==> config.mk <==
export PLATFORM = sky130hd
export DESIGN_NAME = reg_bank_wr_16x32
export DESIGN_NICKNAME = d
export VERILOG_FILES = /design/src/rtl/reg_bank_wr_16x32_pkg.sv /design/src/rtl/reg_bank_wr_16x32_decoder_4x16.sv /design/src/rtl/reg_bank_wr_16x32.sv
export SDC_FILE = /design/constraint.sdc
export NUM_CORES = 1
export LEC_CHECK = 0
export ABC_AREA = 1
export CORE_AREA = 2 2 219 221
export CTS_CLUSTER_SIZE = 20
export DETAILED_ROUTE_END_ITERATION = 7
export DIE_AREA = 0 0 221 223
export DONT_BUFFER_PORTS = 1
export HOLD_SLACK_MARGIN = 0.08
export PLACE_DENSITY = 0.68
export SYNTH_ARGS = -nofsm -noshare
export SYNTH_HDL_FRONTEND = slang
export SYNTH_HIERARCHICAL = 1
export SYNTH_SLANG_ARGS = --single-unit
==> constraint.sdc <==
create_clock -name Clk -period 1.2 [get_ports Clk]
set_input_delay 0.24 -clock Clk [delete_from_list [all_inputs] [get_ports Clk]]
set_output_delay 0.24 -clock Clk [all_outputs]
set_load 0.01 [all_outputs]
==> src/rtl/reg_bank_wr_16x32_pkg.sv <==
// rtl/reg_bank_wr_16x32_pkg.sv - shared constants and FSM encoding for the register bank write side
package reg_bank_wr_16x32_pkg;

    localparam int NUM_REGS = 16;
    localparam int ADDR_W   = 4;

    typedef enum logic {
        IDLE  = 1'b0,
        SCRUB = 1'b1
    } state_t;

endpackage

==> src/rtl/reg_bank_wr_16x32_decoder_4x16.sv <==
// rtl/reg_bank_wr_16x32_decoder_4x16.sv - 4-to-16 one-hot decoder with enable
module decoder_4x16
    import reg_bank_wr_16x32_pkg::*;
(
    input  logic [ADDR_W-1:0]   addr,
    input  logic                en,
    output logic [NUM_REGS-1:0] onehot
);

    always_comb begin
        onehot = '0;
        if (en) begin
            onehot[addr] = 1'b1;
        end
    end

endmodule

==> src/rtl/reg_bank_wr_16x32.sv <==
// rtl/reg_bank_wr_16x32.sv - write side of a 16x32 register bank with one-cycle commit and hardware scrub
module reg_bank_wr_16x32
    import reg_bank_wr_16x32_pkg::*;
#(
    parameter int WIDTH = 32
) (
    input  logic              Clk,
    input  logic              Clr,
    input  logic              wr_req,
    input  logic [3:0]        wr_addr,
    input  logic [WIDTH-1:0]  wr_data,
    output logic              wr_ready,
    input  logic              scrub_req,
    output logic              scrub_busy,
    output logic              wr_pending,
    output logic [WIDTH-1:0]  Q0,
    output logic [WIDTH-1:0]  Q1,
    output logic [WIDTH-1:0]  Q2,
    output logic [WIDTH-1:0]  Q3,
    output logic [WIDTH-1:0]  Q4,
    output logic [WIDTH-1:0]  Q5,
    output logic [WIDTH-1:0]  Q6,
    output logic [WIDTH-1:0]  Q7,
    output logic [WIDTH-1:0]  Q8,
    output logic [WIDTH-1:0]  Q9,
    output logic [WIDTH-1:0]  Q10,
    output logic [WIDTH-1:0]  Q11,
    output logic [WIDTH-1:0]  Q12,
    output logic [WIDTH-1:0]  Q13,
    output logic [WIDTH-1:0]  Q14,
    output logic [WIDTH-1:0]  Q15
);

    state_t              state;
    logic [ADDR_W-1:0]   cnt;
    logic                pend_valid;
    logic [ADDR_W-1:0]   pend_addr;
    logic [WIDTH-1:0]    pend_data;
    logic                accept;
    logic [NUM_REGS-1:0] commit_en;
    logic [NUM_REGS-1:0] clear_en;
    logic                unused_en;
    wire  [WIDTH-1:0]    q [NUM_REGS];

    assign accept     = wr_req && wr_ready;
    assign wr_pending = pend_valid;

    // wr_ready and scrub_busy are kept as flops that always mirror the state
    always_ff @(posedge Clk or negedge Clr) begin
        if (!Clr) begin
            state      <= IDLE;
            cnt        <= '0;
            wr_ready   <= 1'b1;
            scrub_busy <= 1'b0;
        end else begin
            case (state)
                IDLE: begin
                    if (scrub_req && !wr_req) begin
                        state      <= SCRUB;
                        cnt        <= 4'd1;
                        wr_ready   <= 1'b0;
                        scrub_busy <= 1'b1;
                    end
                end
                SCRUB: begin
                    if (cnt == 4'd15) begin
                        state      <= IDLE;
                        cnt        <= '0;
                        wr_ready   <= 1'b1;
                        scrub_busy <= 1'b0;
                    end else begin
                        cnt <= cnt + 4'd1;
                    end
                end
                default: begin
                    state      <= IDLE;
                    cnt        <= '0;
                    wr_ready   <= 1'b1;
                    scrub_busy <= 1'b0;
                end
            endcase
        end
    end

    always_ff @(posedge Clk or negedge Clr) begin
        if (!Clr) begin
            pend_valid <= 1'b0;
            pend_addr  <= '0;
            pend_data  <= '0;
        end else begin
            pend_valid <= accept;
            if (accept) begin
                pend_addr <= wr_addr;
                pend_data <= wr_data;
            end
        end
    end

    decoder_4x16 u_commit_dec (
        .addr   (pend_addr),
        .en     (pend_valid),
        .onehot (commit_en)
    );

    decoder_4x16 u_clear_dec (
        .addr   (cnt),
        .en     (scrub_busy),
        .onehot (clear_en)
    );

    // Entry 0 is hard-wired, so its enables go nowhere
    assign unused_en = commit_en[0] | clear_en[0];

    for (genvar k = 0; k < NUM_REGS; k++) begin : g_reg
        if (k == 0) begin : g_zero
            assign q[k] = '0;
        end else begin : g_flop
            logic [WIDTH-1:0] r;
            always_ff @(posedge Clk or negedge Clr) begin
                if (!Clr) begin
                    r <= '0;
                end else if (clear_en[k]) begin
                    r <= '0;
                end else if (commit_en[k]) begin
                    r <= pend_data;
                end
            end
            assign q[k] = r;
        end
    end

    assign Q0  = q[0];
    assign Q1  = q[1];
    assign Q2  = q[2];
    assign Q3  = q[3];
    assign Q4  = q[4];
    assign Q5  = q[5];
    assign Q6  = q[6];
    assign Q7  = q[7];
    assign Q8  = q[8];
    assign Q9  = q[9];
    assign Q10 = q[10];
    assign Q11 = q[11];
    assign Q12 = q[12];
    assign Q13 = q[13];
    assign Q14 = q[14];
    assign Q15 = q[15];

endmodule

# Yosys cells after proc, flatten, opt, wreduce, memory -nomap -nowiden
# Cells that the tools add are included.
# totals
register_bits,524
in_bits,40
output_inout_bits,515
elab_cells,100
# op_classes
eq_ne,3
n_addsub,1
magnitude_cmp,4
bitwise,1
muxes,48
n_reduce_logical,21
# ops
op,count
$mux W32,30
$mux W16,2
$reduce_bool A2 Y1,15
$lt A4 B5 Y1 const B,2
$demux W1 S4,2
$ge A4 B1 Y1 const B,2
$mux W1,8
$mux W4,2
$pmux W4 S2,1
$pmux W1 S2,3
$add A4 B1 Y4 const B,1
$eq A4 B4 Y1 const B,1
$logic_and A1 B1 Y1,4
$ne A2 B1 Y1 const B,1
$ne A2 B2 Y1 const B,1
$reduce_and A2 Y1,1
$logic_not A1 Y1,1
$not A1 Y1,1

# Longest topological paths before layout
# Gate-level depths: netlist (run 1).
# depth
ltp_word,7
ltp_mapped,7
depth_no_buf,6

# Modules after synthesis
# The synthesis (run 1) kept the hierarchy.
# modules_own_cells
mod,n_inst,cells_each,area_each_um2,seq_area_each_um2
reg_bank_wr_16x32,1,1851,20636.0,13113.8
decoder_4x16 at u_commit_dec,1,33,140.1,0.0
decoder_4x16 at u_clear_dec,1,28,110.1,0.0

# Least setup slack after synthesis (run 1)
# Ideal clock, no wire load.
# synth_timing
kind,register -> register
startpoint,register cnt[2]
endpoint,"register g_reg[9].g_flop.r[25], in the netlist Q9[25]"
required_ps,1072
arrival_time_ps,1242
setup_slack_ps,-170
setup_ps,128
synth_period_minus_slack_ps,1370
n_path_buf,1
stages_incl_launch_ff,8
path_cell_list,dfrtp_1 inv_1 nand3_1 nor2_1 inv_1 nand2_1 buf_2 o22ai_2
# synth_via
elab_chain_cells,6
elab_cells_between_ends,8
cone_classes,order compare: 2; mux: 4; reduce/logical: 2
# synth_rtl
element,line_no,rtl
"start, declared",reg_bank_wr_16x32.sv:35,logic [ADDR_W-1:0] cnt;
"start signal, assigned",reg_bank_wr_16x32.sv:72,cnt <= cnt + 4'd1;
$lt A4 B5 Y1 (implied by the code) or $ge A4 B1 Y1 (tied branches),reg_bank_wr_16x32_decoder_4x16.sv:13,onehot[addr] = 1'b1;
$logic_and A1 B1 Y1 (implied by the code),reg_bank_wr_16x32_decoder_4x16.sv:13,
$mux W1 (implied by the code),reg_bank_wr_16x32_decoder_4x16.sv:13,
$demux W1 S4 *,--,
$mux W16 *,reg_bank_wr_16x32_decoder_4x16.sv:12,if (en) begin
net clear_en[9],reg_bank_wr_16x32.sv:41,logic [NUM_REGS-1:0] clear_en;
$mux W32 or $reduce_bool A2 Y1 (tied branches),--,
"end signal, assigned",reg_bank_wr_16x32.sv:125,r <= pend_data;
"end, declared",reg_bank_wr_16x32.sv:118,logic [WIDTH-1:0] r;
# The timed path passes the listed nets; every way through them passes the cells marked *.
# A chain may end at the register's enable or synchronous reset.

# Worst setup path in the final report (run 1)
# layout_timing
startpoint,register pend_addr[1]
endpoint,"register g_reg[1].g_flop.r[25], in the netlist Q1[25]"
# layout_via
elab_chain_cells,6
elab_cells_between_ends,7
cone_classes,order compare: 2; mux: 3; reduce/logical: 2
# layout_rtl
element,line_no,rtl
"start, declared",reg_bank_wr_16x32.sv:37,logic [ADDR_W-1:0] pend_addr;
"start signal, assigned",reg_bank_wr_16x32.sv:93,pend_addr <= wr_addr;
$lt A4 B5 Y1 (implied by the code) or $ge A4 B1 Y1 (tied branches),reg_bank_wr_16x32_decoder_4x16.sv:13,
$logic_and A1 B1 Y1 (implied by the code),reg_bank_wr_16x32_decoder_4x16.sv:13,
$mux W1 (implied by the code),reg_bank_wr_16x32_decoder_4x16.sv:13,
$demux W1 S4 *,--,
$mux W16 *,reg_bank_wr_16x32_decoder_4x16.sv:12,
net commit_en[1],reg_bank_wr_16x32.sv:40,logic [NUM_REGS-1:0] commit_en;
$reduce_bool A2 Y1 (no source line) *,--,
"end signal, assigned",reg_bank_wr_16x32.sv:125,
"end, declared",reg_bank_wr_16x32.sv:118,
# Marks and branches as above.

==> results of run 1 <==
[report_power, final]
| part | internal (µW) | switching, µW | leakage [µW] | total, µW |
|---|---|---|---|---|
| clock network | 10200 | 7050 | 0.000879 | 17200 |
| logic | 10200 | 14600 | 0.00392 | 24800 |
| registers | 24300 | 8840 | 0.00715 | 33100 |
| total | 44700 | 30500 | 0.0119 | 75200 |
[worst register-to-register path, stage by stage, from the launching register on]
cell and delay (ps):
dfrtp_2 510, inv_2 150, nand3_4 120, nor2_4 120
or2_4 260, clkbuf_16 210, o22ai_1 70
[layer usage]
metal	vias up	part of all wire	track usage
li1	6376	-	-
met1	7951	0.35	0.3415
met2	1016	0.49	0.4548
met3	249	0.10	0.08613
met4	0	0.050	0.1134
met5	-	0	0
[layout make-up]
type                       count  area (µm²)  share of cell area
timing repair buffer         209        3393              0.1255
multi-input combinational    696        5899              0.2181
antenna                        1       2.502          0.00009252
inverter                     545        2046             0.07563
clock buffer                  74        1528             0.05648
tap                          615       769.5             0.02845
sequential                   524       13130              0.4853
clock inverter                21       284.0             0.01050
[metrics by stage]
step           cell area (µm²)  instances  TNS, ps  hold WS (ps)
4_1_cts                  25310       2648  -160020        -693.5
2_1_floorplan            21150       1941   -19860        -55.59
3_5_place_dp             22190       2488  -107560        -39.99
3_3_place_gp             22190       2488   -95610        -43.22
5_1_grt                  27050       2685  -208310        -696.3
6_report                 27050       2685  -170370        -661.8
[worst max path at each step]
stage | slack [ps] | cells past startpoint | end | start
5_1_grt | -410 | 7 | Q8[13] | pend_addr[1]
6_report | -360 | 6 | Q1[25] | pend_addr[1]
3_3_place_gp | -310 | 6 | Q10[31] | pend_addr[0]
3_5_place_dp | -320 | 6 | Q10[28] | pend_addr[0]
4_1_cts | -340 | 2 | wr_pending | wr_pending
2_1_floorplan | -70 | 7 | Q9[25] | cnt[2]
[repair_timing]
action | CTS | global route
setup endpoints to repair | 968 | 1004
pin swaps | 7 | 20
hold endpoints to repair | 568 | 524
buffers inserted | 14 | 8
resized for setup | 99 | 207
gates cloned | 13 | 33
==> impl_metrics.csv, run 1 <==
group,metric,value,unit
outcome,status,"finished with violations",
outcome,violations,"hold timing, setup timing",
synthesis,synth_cells,1910,
synthesis,ys_warn_count,6,
critical_path,start_kind,"flip-flop",
run,maxCapViolations,0,
detailed_routing,wirelength,78.46,mm
floorplanning,dieArea,49280,µm²
final_layout,final_common_cell,"inv_1",
place,hpwl,43.94,mm
final_layout,nets,2070,
detailed_routing,drc,0,
pwr,power_leakage,0.01194,µW
global_routing,grt_antenna_before_repair,2,
pwr,finalPower,75170,µW
detailed_routing,wl_per_cell,29.22,µm
detailed_routing,ant_nets,0,
synthesis,syn_area_per_cell,10.93,µm²
critical_path,slowest_delay,510,ps
sta,finalClockSkew,20.18,ps
critical_path,crit_buf_inv,2,
sta,tightest_slew,790.8,ps
clock_network,cts_made_buffers,53,
place,io_buffers,0,
sta,setup_slack,-359.5,ps
critical_path,crit_chain,"inv_2 > nand3_4 > nor2_4 > or2_4 > clkbuf_16 > o22ai_1",
clock_network,cts.reportedPaths.clkPinSlew,60,ps
global_routing,grt-ovfl-total,0,
sta,hold_viol,524,
final_layout,mostFrequentLayoutCells,"inv_1, dfrtp_1, o22ai_1",
sta,drv_slew,0,
critical_path,worst_r2r_path_depth,6,
clock_network,cts.path.max_buffers,3,
floorplanning,ios,555,
critical_path,r2r-end,"Q1[25]",
final_layout,drive_gt1_frac,0.2769,
pwr,power_density,2779,nW/µm²
hold_path,min_path_type,"input pin to async pin",
sta,rsz0062_at_grt,"yes",
floorplanning,chipHeight,223,µm
place,place_congestion,0.8619,
clock_network,insertion_delay,610,ps
clock_network,cts.sinks,524,
critical_path,arrival,2030,ps
sta,setup_violations,998,
sta,period_needed,1560,ps
critical_path,cp_max_fo,7,
clock_network,hold_buffers,38,
critical_path,ff2ff_setup_slack,-360,ps
sta,fin_crit_sh,1.300,
place,post-place-ws,-322.3,ps
critical_path,slowest_stage,"dfrtp_2",
sta,fin_hold_ws,-661.8,ps
detailed_routing,drt_pass1_iterations,6,
floorplanning,core-area,47150,µm²
clock_network,cts_tree,"yes",
floorplanning,rows,80,
critical_path,path_class,"flip-flop to flip-flop",
sta,slew_headroom,0.4728,
critical_path,path_delay_family,"flip-flops",
critical_path,crit_required,1670,ps
sta,fmax,0.6412,GHz
detailed_routing,route.vias.total,15590,
floorplanning,start_util,0.4429,
synthesis,netlist_area,20880,µm²
final_layout,area_delta_synth_final,29.55,%
clock_network,cts_root_buf,"clkbuf_16",
critical_path,rr_startpoint,"pend_addr[1]",
floorplanning,die_x,221,µm
clock_network,cts_max_level,2,
detailed_routing,via_per_inst,5.807,
final_layout,finish.utilization,0.5737,
final_layout,nFillCells,3664,
critical_path,end_kind,"flip-flop",
global_routing,track_usage,0.2772,
global_routing,grt_pass1_wl,102.5,mm
detailed_routing,drtIter0Drc,1725,
global_routing,grt_pass1_vias,15370,
global_routing,grt_max_degree,525,
pwr,ir_drop,0.001747,V
Power figures use the tool's default switching activity.
==> run 2, diff against run 1 <==
--- a/config.mk
+++ b/config.mk
@@ -13,6 +13,7 @@
 export DONT_BUFFER_PORTS = 1
 export HOLD_SLACK_MARGIN = 0.08
 export PLACE_DENSITY = 0.68
+export SLEW_MARGIN = 20
 export SYNTH_ARGS = -nofsm -noshare
 export SYNTH_HDL_FRONTEND = slang
 export SYNTH_HIERARCHICAL = 1
==> results of run 2 <==
No change in the layout: final DEF, timing and power equal those of run 1.
